`config.mk`:
```
export PLATFORM = sky130hd
export DESIGN_NAME = lr35902_oam_arbiter
export DESIGN_NICKNAME = d
export VERILOG_FILES = /design/src/rtl/lr35902_oam_pkg.sv /design/src/rtl/lr35902_oam_arbiter.sv
export SDC_FILE = /design/constraint.sdc
export NUM_CORES = 1
export LEC_CHECK = 0
export CAP_MARGIN = 15
export CORE_MARGIN = 1
export CORE_UTILIZATION = 45
export DETAILED_ROUTE_END_ITERATION = 7
export GPL_TIMING_DRIVEN = 0
export PLACE_DENSITY = 0.85
export SLEW_MARGIN = 20
export SYNTH_ARGS = -nofsm -noshare
export SYNTH_HDL_FRONTEND = slang
export SYNTH_SLANG_ARGS = --single-unit
```
`constraint.sdc`:
```
create_clock -name clk -period 3.43 [get_ports clk]
set_input_delay 0.5145 -clock clk [delete_from_list [all_inputs] [get_ports clk]]
set_output_delay 0.5145 -clock clk [all_outputs]
set_load 0.02 [all_outputs]
```
`src/rtl/lr35902_oam_pkg.sv`:
```
// Shared OAM definitions used by the arbiter, the DMA engine and the PPU sprite fetcher.
// Holds the owner tag type, the OAM geometry and the open-bus read value.
package lr35902_oam_pkg;

  localparam int         OAM_SIZE_DEFAULT = 160;
  localparam logic [7:0] OAM_BLOCKED_DATA = 8'hFF;

  typedef enum logic [2:0] {
    TAG_NONE,
    TAG_CPU_RD,
    TAG_CPU_WR,
    TAG_PPU_RD,
    TAG_DMA_WR,
    TAG_PPU_LOST,
    TAG_CPU_BLK
  } owner_t;

  function automatic logic oam_in_range(input logic [7:0] adr, input int size);
    return int'(adr) < size;
  endfunction

endpackage

```
`src/rtl/lr35902_oam_arbiter.sv`:
```
// Single-port OAM arbiter: DMA > PPU > CPU, with a fixed two-cycle request/response pipeline.
// Losing or locked-out requesters still receive exactly one response, carrying BLOCKED_DATA.
module lr35902_oam_arbiter
  import lr35902_oam_pkg::*;
#(
  parameter int         OAM_SIZE     = OAM_SIZE_DEFAULT,
  parameter logic [7:0] BLOCKED_DATA = OAM_BLOCKED_DATA
) (
  input  logic       clk,
  input  logic       reset_n,
  input  logic [7:0] cpu_adr,
  input  logic [7:0] cpu_din,
  input  logic       cpu_read,
  input  logic       cpu_write,
  output logic [7:0] cpu_dout,
  output logic       cpu_valid,
  output logic       cpu_block,
  input  logic [7:0] ppu_adr,
  input  logic       ppu_read,
  input  logic       ppu_lock,
  output logic [7:0] ppu_dout,
  output logic       ppu_valid,
  input  logic [7:0] dma_adr,
  input  logic [7:0] dma_din,
  input  logic       dma_write,
  input  logic       dma_active,
  output logic [7:0] oam_adr,
  output logic [7:0] oam_din,
  output logic       oam_we,
  output logic       oam_re,
  input  logic [7:0] oam_dout
);

  // stage 0 decisions
  owner_t     tag_d;
  logic [7:0] adr_d, din_d;
  logic       oor_d, we_d, re_d, cpu_req, cpu_lose, cpu_tag;
  logic       ppu_lost_d, cpu_blk_d, cpu_blk_rd_d;

  // stage 1 pipeline register (oam_* are also stage 1)
  owner_t     tag_s1;
  logic       oor_s1, ppu_lost_s1, cpu_blk_rd_s1;

  // stage 2 response state
  logic       cpu_from_ram, ppu_from_ram;
  logic [7:0] cpu_hold, ppu_hold;

  assign cpu_req = cpu_read | cpu_write;

  always_comb begin
    tag_d = TAG_NONE;
    adr_d = oam_adr;
    din_d = oam_din;
    if (dma_write) begin
      tag_d = TAG_DMA_WR;
      adr_d = dma_adr;
      din_d = dma_din;
    end else if (ppu_read) begin
      tag_d = TAG_PPU_RD;
      adr_d = ppu_adr;
    end else if (cpu_req && !ppu_lock && !dma_active) begin
      tag_d = cpu_write ? TAG_CPU_WR : TAG_CPU_RD;
      adr_d = cpu_adr;
      din_d = cpu_din;
    end
  end

  always_comb begin
    oor_d        = (tag_d != TAG_NONE) && !oam_in_range(adr_d, OAM_SIZE);
    we_d         = ((tag_d == TAG_DMA_WR) || (tag_d == TAG_CPU_WR)) && !oor_d;
    re_d         = ((tag_d == TAG_PPU_RD) || (tag_d == TAG_CPU_RD)) && !oor_d;
    cpu_tag      = (tag_d == TAG_CPU_RD) || (tag_d == TAG_CPU_WR);
    ppu_lost_d   = dma_write && ppu_read;
    // a CPU request that loses arbitration is answered like a locked-out one, never queued
    cpu_lose     = cpu_req && (ppu_lock || dma_active || dma_write || ppu_read);
    cpu_blk_d    = cpu_lose || (cpu_tag && oor_d);
    cpu_blk_rd_d = cpu_lose && !cpu_write;
  end

  always_ff @(posedge clk or negedge reset_n) begin
    if (!reset_n) begin
      tag_s1        <= TAG_NONE;
      oor_s1        <= 1'b0;
      ppu_lost_s1   <= 1'b0;
      cpu_blk_rd_s1 <= 1'b0;
      oam_adr       <= 8'h00;
      oam_din       <= 8'h00;
      oam_we        <= 1'b0;
      oam_re        <= 1'b0;
      cpu_block     <= 1'b0;
    end else begin
      tag_s1        <= tag_d;
      oor_s1        <= oor_d;
      ppu_lost_s1   <= ppu_lost_d;
      cpu_blk_rd_s1 <= cpu_blk_rd_d;
      oam_adr       <= adr_d;
      oam_din       <= din_d;
      oam_we        <= we_d;
      oam_re        <= re_d;
      cpu_block     <= cpu_blk_d;
    end
  end

  // RAM data arrives during stage 2, so dout is muxed live and captured into the hold register
  assign cpu_dout = cpu_valid ? (cpu_from_ram ? oam_dout : BLOCKED_DATA) : cpu_hold;
  assign ppu_dout = ppu_valid ? (ppu_from_ram ? oam_dout : BLOCKED_DATA) : ppu_hold;

  always_ff @(posedge clk or negedge reset_n) begin
    if (!reset_n) begin
      cpu_valid    <= 1'b0;
      cpu_from_ram <= 1'b0;
      cpu_hold     <= BLOCKED_DATA;
      ppu_valid    <= 1'b0;
      ppu_from_ram <= 1'b0;
      ppu_hold     <= BLOCKED_DATA;
    end else begin
      cpu_valid    <= (tag_s1 == TAG_CPU_RD) || cpu_blk_rd_s1;
      cpu_from_ram <= (tag_s1 == TAG_CPU_RD) && !oor_s1;
      ppu_valid    <= (tag_s1 == TAG_PPU_RD) || ppu_lost_s1;
      ppu_from_ram <= (tag_s1 == TAG_PPU_RD) && !oor_s1;
      if (cpu_valid) cpu_hold <= cpu_dout;
      if (ppu_valid) ppu_hold <= ppu_dout;
    end
  end

endmodule

```
==> run_summary.xml <==
<?xml version="1.0" encoding="UTF-8"?>
<metrics>
  <group name="run_status">
    <metric name="run_status" unit="">finished, violations left</metric>
    <metric name="failed_checks" unit="">DRC</metric>
  </group>
  <group name="clock_network">
    <metric name="root_buffer" unit="">sky130_fd_sc_hd__clkbuf_8</metric>
    <metric name="clock_tree.htree_level_count" unit="">2</metric>
    <metric name="tritoncts.num_buffers" unit="">5</metric>
    <metric name="cts.repair_timing.setup_buffer_count" unit="">0</metric>
    <metric name="insertion_delay_of_the_later_clocked_pin_in_the_worst_skew_pair" unit="ns">0.29</metric>
    <metric name="cts_max_path_buffers" unit="">2</metric>
    <metric name="numClockSinks" unit="">45</metric>
    <metric name="cts_hold_buf" unit="">0</metric>
    <metric name="worst_setup_hold_path_clk_slew" unit="ns">0.08</metric>
    <metric name="cts_resized" unit="">0</metric>
    <metric name="tritoncts" unit="">yes</metric>
  </group>
  <group name="power_and_ir_drop">
    <metric name="comb_power_share" unit="%">24.7</metric>
    <metric name="power.net_switching" unit="W">0.000328</metric>
    <metric name="power_report.internal_total" unit="W">0.000870</metric>
    <metric name="ir_worst_vdd" unit="mV">0.187</metric>
    <metric name="cellLeakagePower" unit="nW">1.32</metric>
    <metric name="ratio_of_total_power_to_cell_area" unit="nW/µm²">373</metric>
    <metric name="p_clk_share" unit="%">26.0</metric>
    <metric name="swShare" unit="%">27.4</metric>
    <metric name="pwr-share-seq" unit="%">49.3</metric>
  </group>
  <group name="timing">
    <metric name="finalSetupViolCount" unit="">0</metric>
    <metric name="worst_slew_margin_rel" unit="%">69.7</metric>
    <metric name="worst_pin_slew" unit="ns">0.455</metric>
    <metric name="rsz0062_at_grt" unit="">no</metric>
    <metric name="hold_violations" unit="">0</metric>
    <metric name="drv_slew" unit="">0</metric>
    <metric name="skew" unit="ns">0.00426</metric>
    <metric name="tns" unit="ns">0</metric>
    <metric name="final_period_minus_worst_setup_slack" unit="ns">2.82</metric>
    <metric name="post_route_fraction_of_the_period_consumed_by_the_critical_path" unit="%">82.3</metric>
    <metric name="timing.fmax" unit="MHz">354</metric>
  </group>
  <group name="synth">
    <metric name="async_sr_flop_fraction" unit="%">100</metric>
    <metric name="post_synthesis_sequential_element_count" unit="">45</metric>
    <metric name="synthesis.nets" unit="">264</metric>
    <metric name="mappedNetlistArea" unit="µm²">2130</metric>
    <metric name="main_combinational_cell_family_by_area_after_synthesis" unit="">compound AO/OA/AOI/OAI gates</metric>
    <metric name="synthFlopType" unit="">sky130_fd_sc_hd__dfrtp_1</metric>
    <metric name="synth_compound_gate_area_share" unit="%">23.8</metric>
    <metric name="muxShareOfSynthArea" unit="%">6.10</metric>
    <metric name="number_of_synthesized_flops_with_an_enable_pin" unit="">0</metric>
    <metric name="ys_types" unit="">32</metric>
    <metric name="synthesis.instances" unit="">208</metric>
    <metric name="yosysSeqAreaShare" unit="%">53.7</metric>
    <metric name="post_synth_fa_ha_maj_area_fraction" unit="%">0</metric>
    <metric name="synthesis.area_per_instance" unit="µm²">10.3</metric>
    <metric name="post_synth_simple_gate_area" unit="%">10.6</metric>
    <metric name="yosys.area_share.xor_xnor" unit="%">0</metric>
    <metric name="yosys_warnings" unit="">0</metric>
  </group>
  <group name="floorplanning">
    <metric name="ioPinCount" unit="">93</metric>
    <metric name="floorplan.core_area" unit="µm²">4440</metric>
    <metric name="std_cell_rows" unit="">24</metric>
    <metric name="chipHeight" unit="µm">70.9</metric>
    <metric name="floorplan.initialDensity" unit="%">48.0</metric>
    <metric name="area_enclosed_by_the_die_boundary" unit="µm²">5020</metric>
    <metric name="die-width" unit="µm">70.9</metric>
  </group>
  <group name="detailed_routing">
    <metric name="detailedRoute.firstPassIterationCount" unit="">8</metric>
    <metric name="wl_per_cell" unit="µm">14.1</metric>
    <metric name="wirelength_routed" unit="µm">5090</metric>
    <metric name="vias_per_cell" unit="">5.34</metric>
    <metric name="route.vias.total" unit="">1927</metric>
    <metric name="detail-route-antenna-nets" unit="">0</metric>
    <metric name="drc" unit="">14</metric>
    <metric name="drt_iter0_markers" unit="">76</metric>
  </group>
  <group name="critical_path">
    <metric name="reg2reg_to" unit="">ppu_hold[7]$_DFFE_PN1P_</metric>
    <metric name="end_kind" unit="">output pin</metric>
    <metric name="timing_worst_setup_path_type" unit="">reg2out</metric>
    <metric name="required_time_of_the_critical_path" unit="ns">2.92</metric>
    <metric name="worst_r2r_path_depth" unit="">4</metric>
    <metric name="crit-reg2reg-launch" unit="">ppu_valid$_DFF_PN0_</metric>
    <metric name="critPathArrivalTime" unit="ns">2.31</metric>
    <metric name="rrSetupSlack" unit="ns">1.98</metric>
    <metric name="cp_max_fo" unit="">10</metric>
    <metric name="critPathLaunchType" unit="">flop</metric>
  </group>
  <group name="global_routing">
    <metric name="grt_first_pass_wirelength" unit="µm">8520</metric>
    <metric name="grt_start_max_net_pins" unit="">35</metric>
    <metric name="number_of_global_route_vias_before_repair" unit="">1925</metric>
    <metric name="antenna_found_initial" unit="">0</metric>
    <metric name="global_route.overflow_total" unit="">0</metric>
    <metric name="global_route.usage.total" unit="%">21.7</metric>
  </group>
  <group name="cells_and_area">
    <metric name="final_nets" unit="">364</metric>
    <metric name="final_util" unit="%">72.3</metric>
    <metric name="n_antenna_cell" unit="">0</metric>
    <metric name="synthToLayoutAreaGrowth" unit="%">50.7</metric>
    <metric name="final_layout_size_suffix_gt1_share" unit="%">12.0</metric>
  </group>
  <group name="placement">
    <metric name="routabilityCongestion" unit="">0.849</metric>
    <metric name="dp_hpwl" unit="µm">3910</metric>
    <metric name="buffer_ports.inserted" unit="">92</metric>
  </group>
  <group name="min_path">
    <metric name="hold_path.class" unit="">in2async</metric>
  </group>
  <group name="job">
    <metric name="max_cap_viol_count" unit="">0</metric>
  </group>
</metrics>
==> cell usage after synthesis, types with 2 or more instances <==
master	instances	area, µm²
sky130_fd_sc_hd__buf_2	3	15.0
sky130_fd_sc_hd__a31o_2	2	17.5
sky130_fd_sc_hd__buf_6	3	33.8
sky130_fd_sc_hd__nor3_1	4	20.0
sky130_fd_sc_hd__o21bai_1	2	15.0
sky130_fd_sc_hd__a31oi_1	18	113
sky130_fd_sc_hd__nor2_1	28	105
sky130_fd_sc_hd__o21ai_0	9	45.0
sky130_fd_sc_hd__a211oi_1	2	15.0
sky130_fd_sc_hd__a21oi_1	15	75.1
sky130_fd_sc_hd__dfrtp_1	29	726
sky130_fd_sc_hd__dfstp_2	16	420
sky130_fd_sc_hd__inv_1	11	41.3
sky130_fd_sc_hd__mux2i_1	13	130
sky130_fd_sc_hd__nand2_1	12	45.0
sky130_fd_sc_hd__clkbuf_1	7	26.3
sky130_fd_sc_hd__o31ai_1	3	22.5
sky130_fd_sc_hd__o22a_1	16	140
sky130_fd_sc_hd__and3_2	2	15.0
==> per-layer routing <==
metal  global-route usage, %  wire length [µm]
met1                    25.0              2150
met2                    37.7              2430
met3                    8.55               459
met4                    6.00                53
met5                       0                 0
==> registers in the layout, indices dropped and copies added (netlist names), 3 cells and up <==
| name | flops |
|---|---|
| tag_s1 | 3 |
| cpu_hold | 8 |
| oam_adr | 8 |
| ppu_hold | 8 |
| oam_din | 8 |
==> worst max path at each step <==
| stage | depth (start not counted) | endpoint | startpoint | slack [ns] |
|---|---|---|---|---|
| after CTS | 5 | ppu_dout[4] | ppu_valid$_DFF_PN0_ | 0.60 |
| final | 5 | ppu_dout[4] | ppu_valid$_DFF_PN0_ | 0.61 |
| after global routing | 5 | ppu_dout[4] | ppu_valid$_DFF_PN0_ | 0.47 |
| after detailed placement | 5 | ppu_dout[5] | ppu_valid$_DFF_PN0_ | 0.93 |
| after global placement | 1 | oam_din[6]$_DFFE_PN0P_ | reset_n | 0.73 |
| after floorplan | 4 | ppu_dout[6] | ppu_valid$_DFF_PN0_ | 1.45 |
==> power by group through the flow <==
stage	registers, W	clock network, W	logic, W
after global routing	0.000595	0.000348	0.000319
after floorplan	0.000631	0	0.0000985
after global placement	0.000599	0	0.000291
final	0.000591	0.000311	0.000296
after CTS	0.000591	0.000320	0.000298
after detailed placement	0.000600	0	0.000297
==> cell type report <==
type	instances	area, µm²
clock buffers	8	80.1
plain buffers	14	82.6
fillers	354	1230
repair buffers	93	936
well taps	52	65.1
multi-input cells	138	863
inverters	11	41.3
flip-flops and latches	45	1150
==> metrics by stage <==
stage / cell area [µm²] / total power (W) / hold WS, ns / instances / setup slack, ns
2_1_floorplan: 2130 / 0.000729 / 0.219 / 208 / 1.45
3_3_place_gp: 3120 / 0.000889 / 0.415 / 352 / 0.728
3_5_place_dp: 3130 / 0.000897 / 0.418 / 353 / 0.927
4_1_cts: 3210 / 0.00121 / 0.0995 / 361 / 0.600
5_1_grt: 3210 / 0.00126 / 0.0972 / 361 / 0.469
6_report: 3210 / 0.00120 / 0.0998 / 361 / 0.609
==> logic make-up (layout without fill, tap and decap cells) <==
kind of cell | after synthesis | in the layout
compound gates | 73 | 73
mux | 13 | 13
simple gates | 52 | 52
buf+inv | 25 | 126
flops | 45 | 45
==> placed cells by master (no fill, tap or decap), drive strengths merged, types with 4 or more instances in the layout <==
| cell type | netlist | final |
|---|---|---|
| clkbuf | 7 | 15 |
| inv | 11 | 11 |
| a31oi | 18 | 18 |
| nor2 | 28 | 28 |
| a21oi | 15 | 15 |
| dfrtp | 29 | 29 |
| o22a | 16 | 16 |
| nand2 | 12 | 12 |
| dfstp | 16 | 16 |
| clkdlybuf4s50 | 0 | 91 |
| buf | 7 | 9 |
| mux2i | 13 | 13 |
| o21ai | 9 | 9 |
| nor3 | 4 | 4 |
==> critical path, stage by stage (launching register included) <==
cell,delay [ns]
sky130_fd_sc_hd__dfrtp_1,0.39
sky130_fd_sc_hd__clkbuf_1,0.21
sky130_fd_sc_hd__nand2_1,0.21
sky130_fd_sc_hd__clkbuf_1,0.38
sky130_fd_sc_hd__o22a_1,0.23
sky130_fd_sc_hd__clkdlybuf4s50_1,0.60
Power figures use the tool's default switching activity.
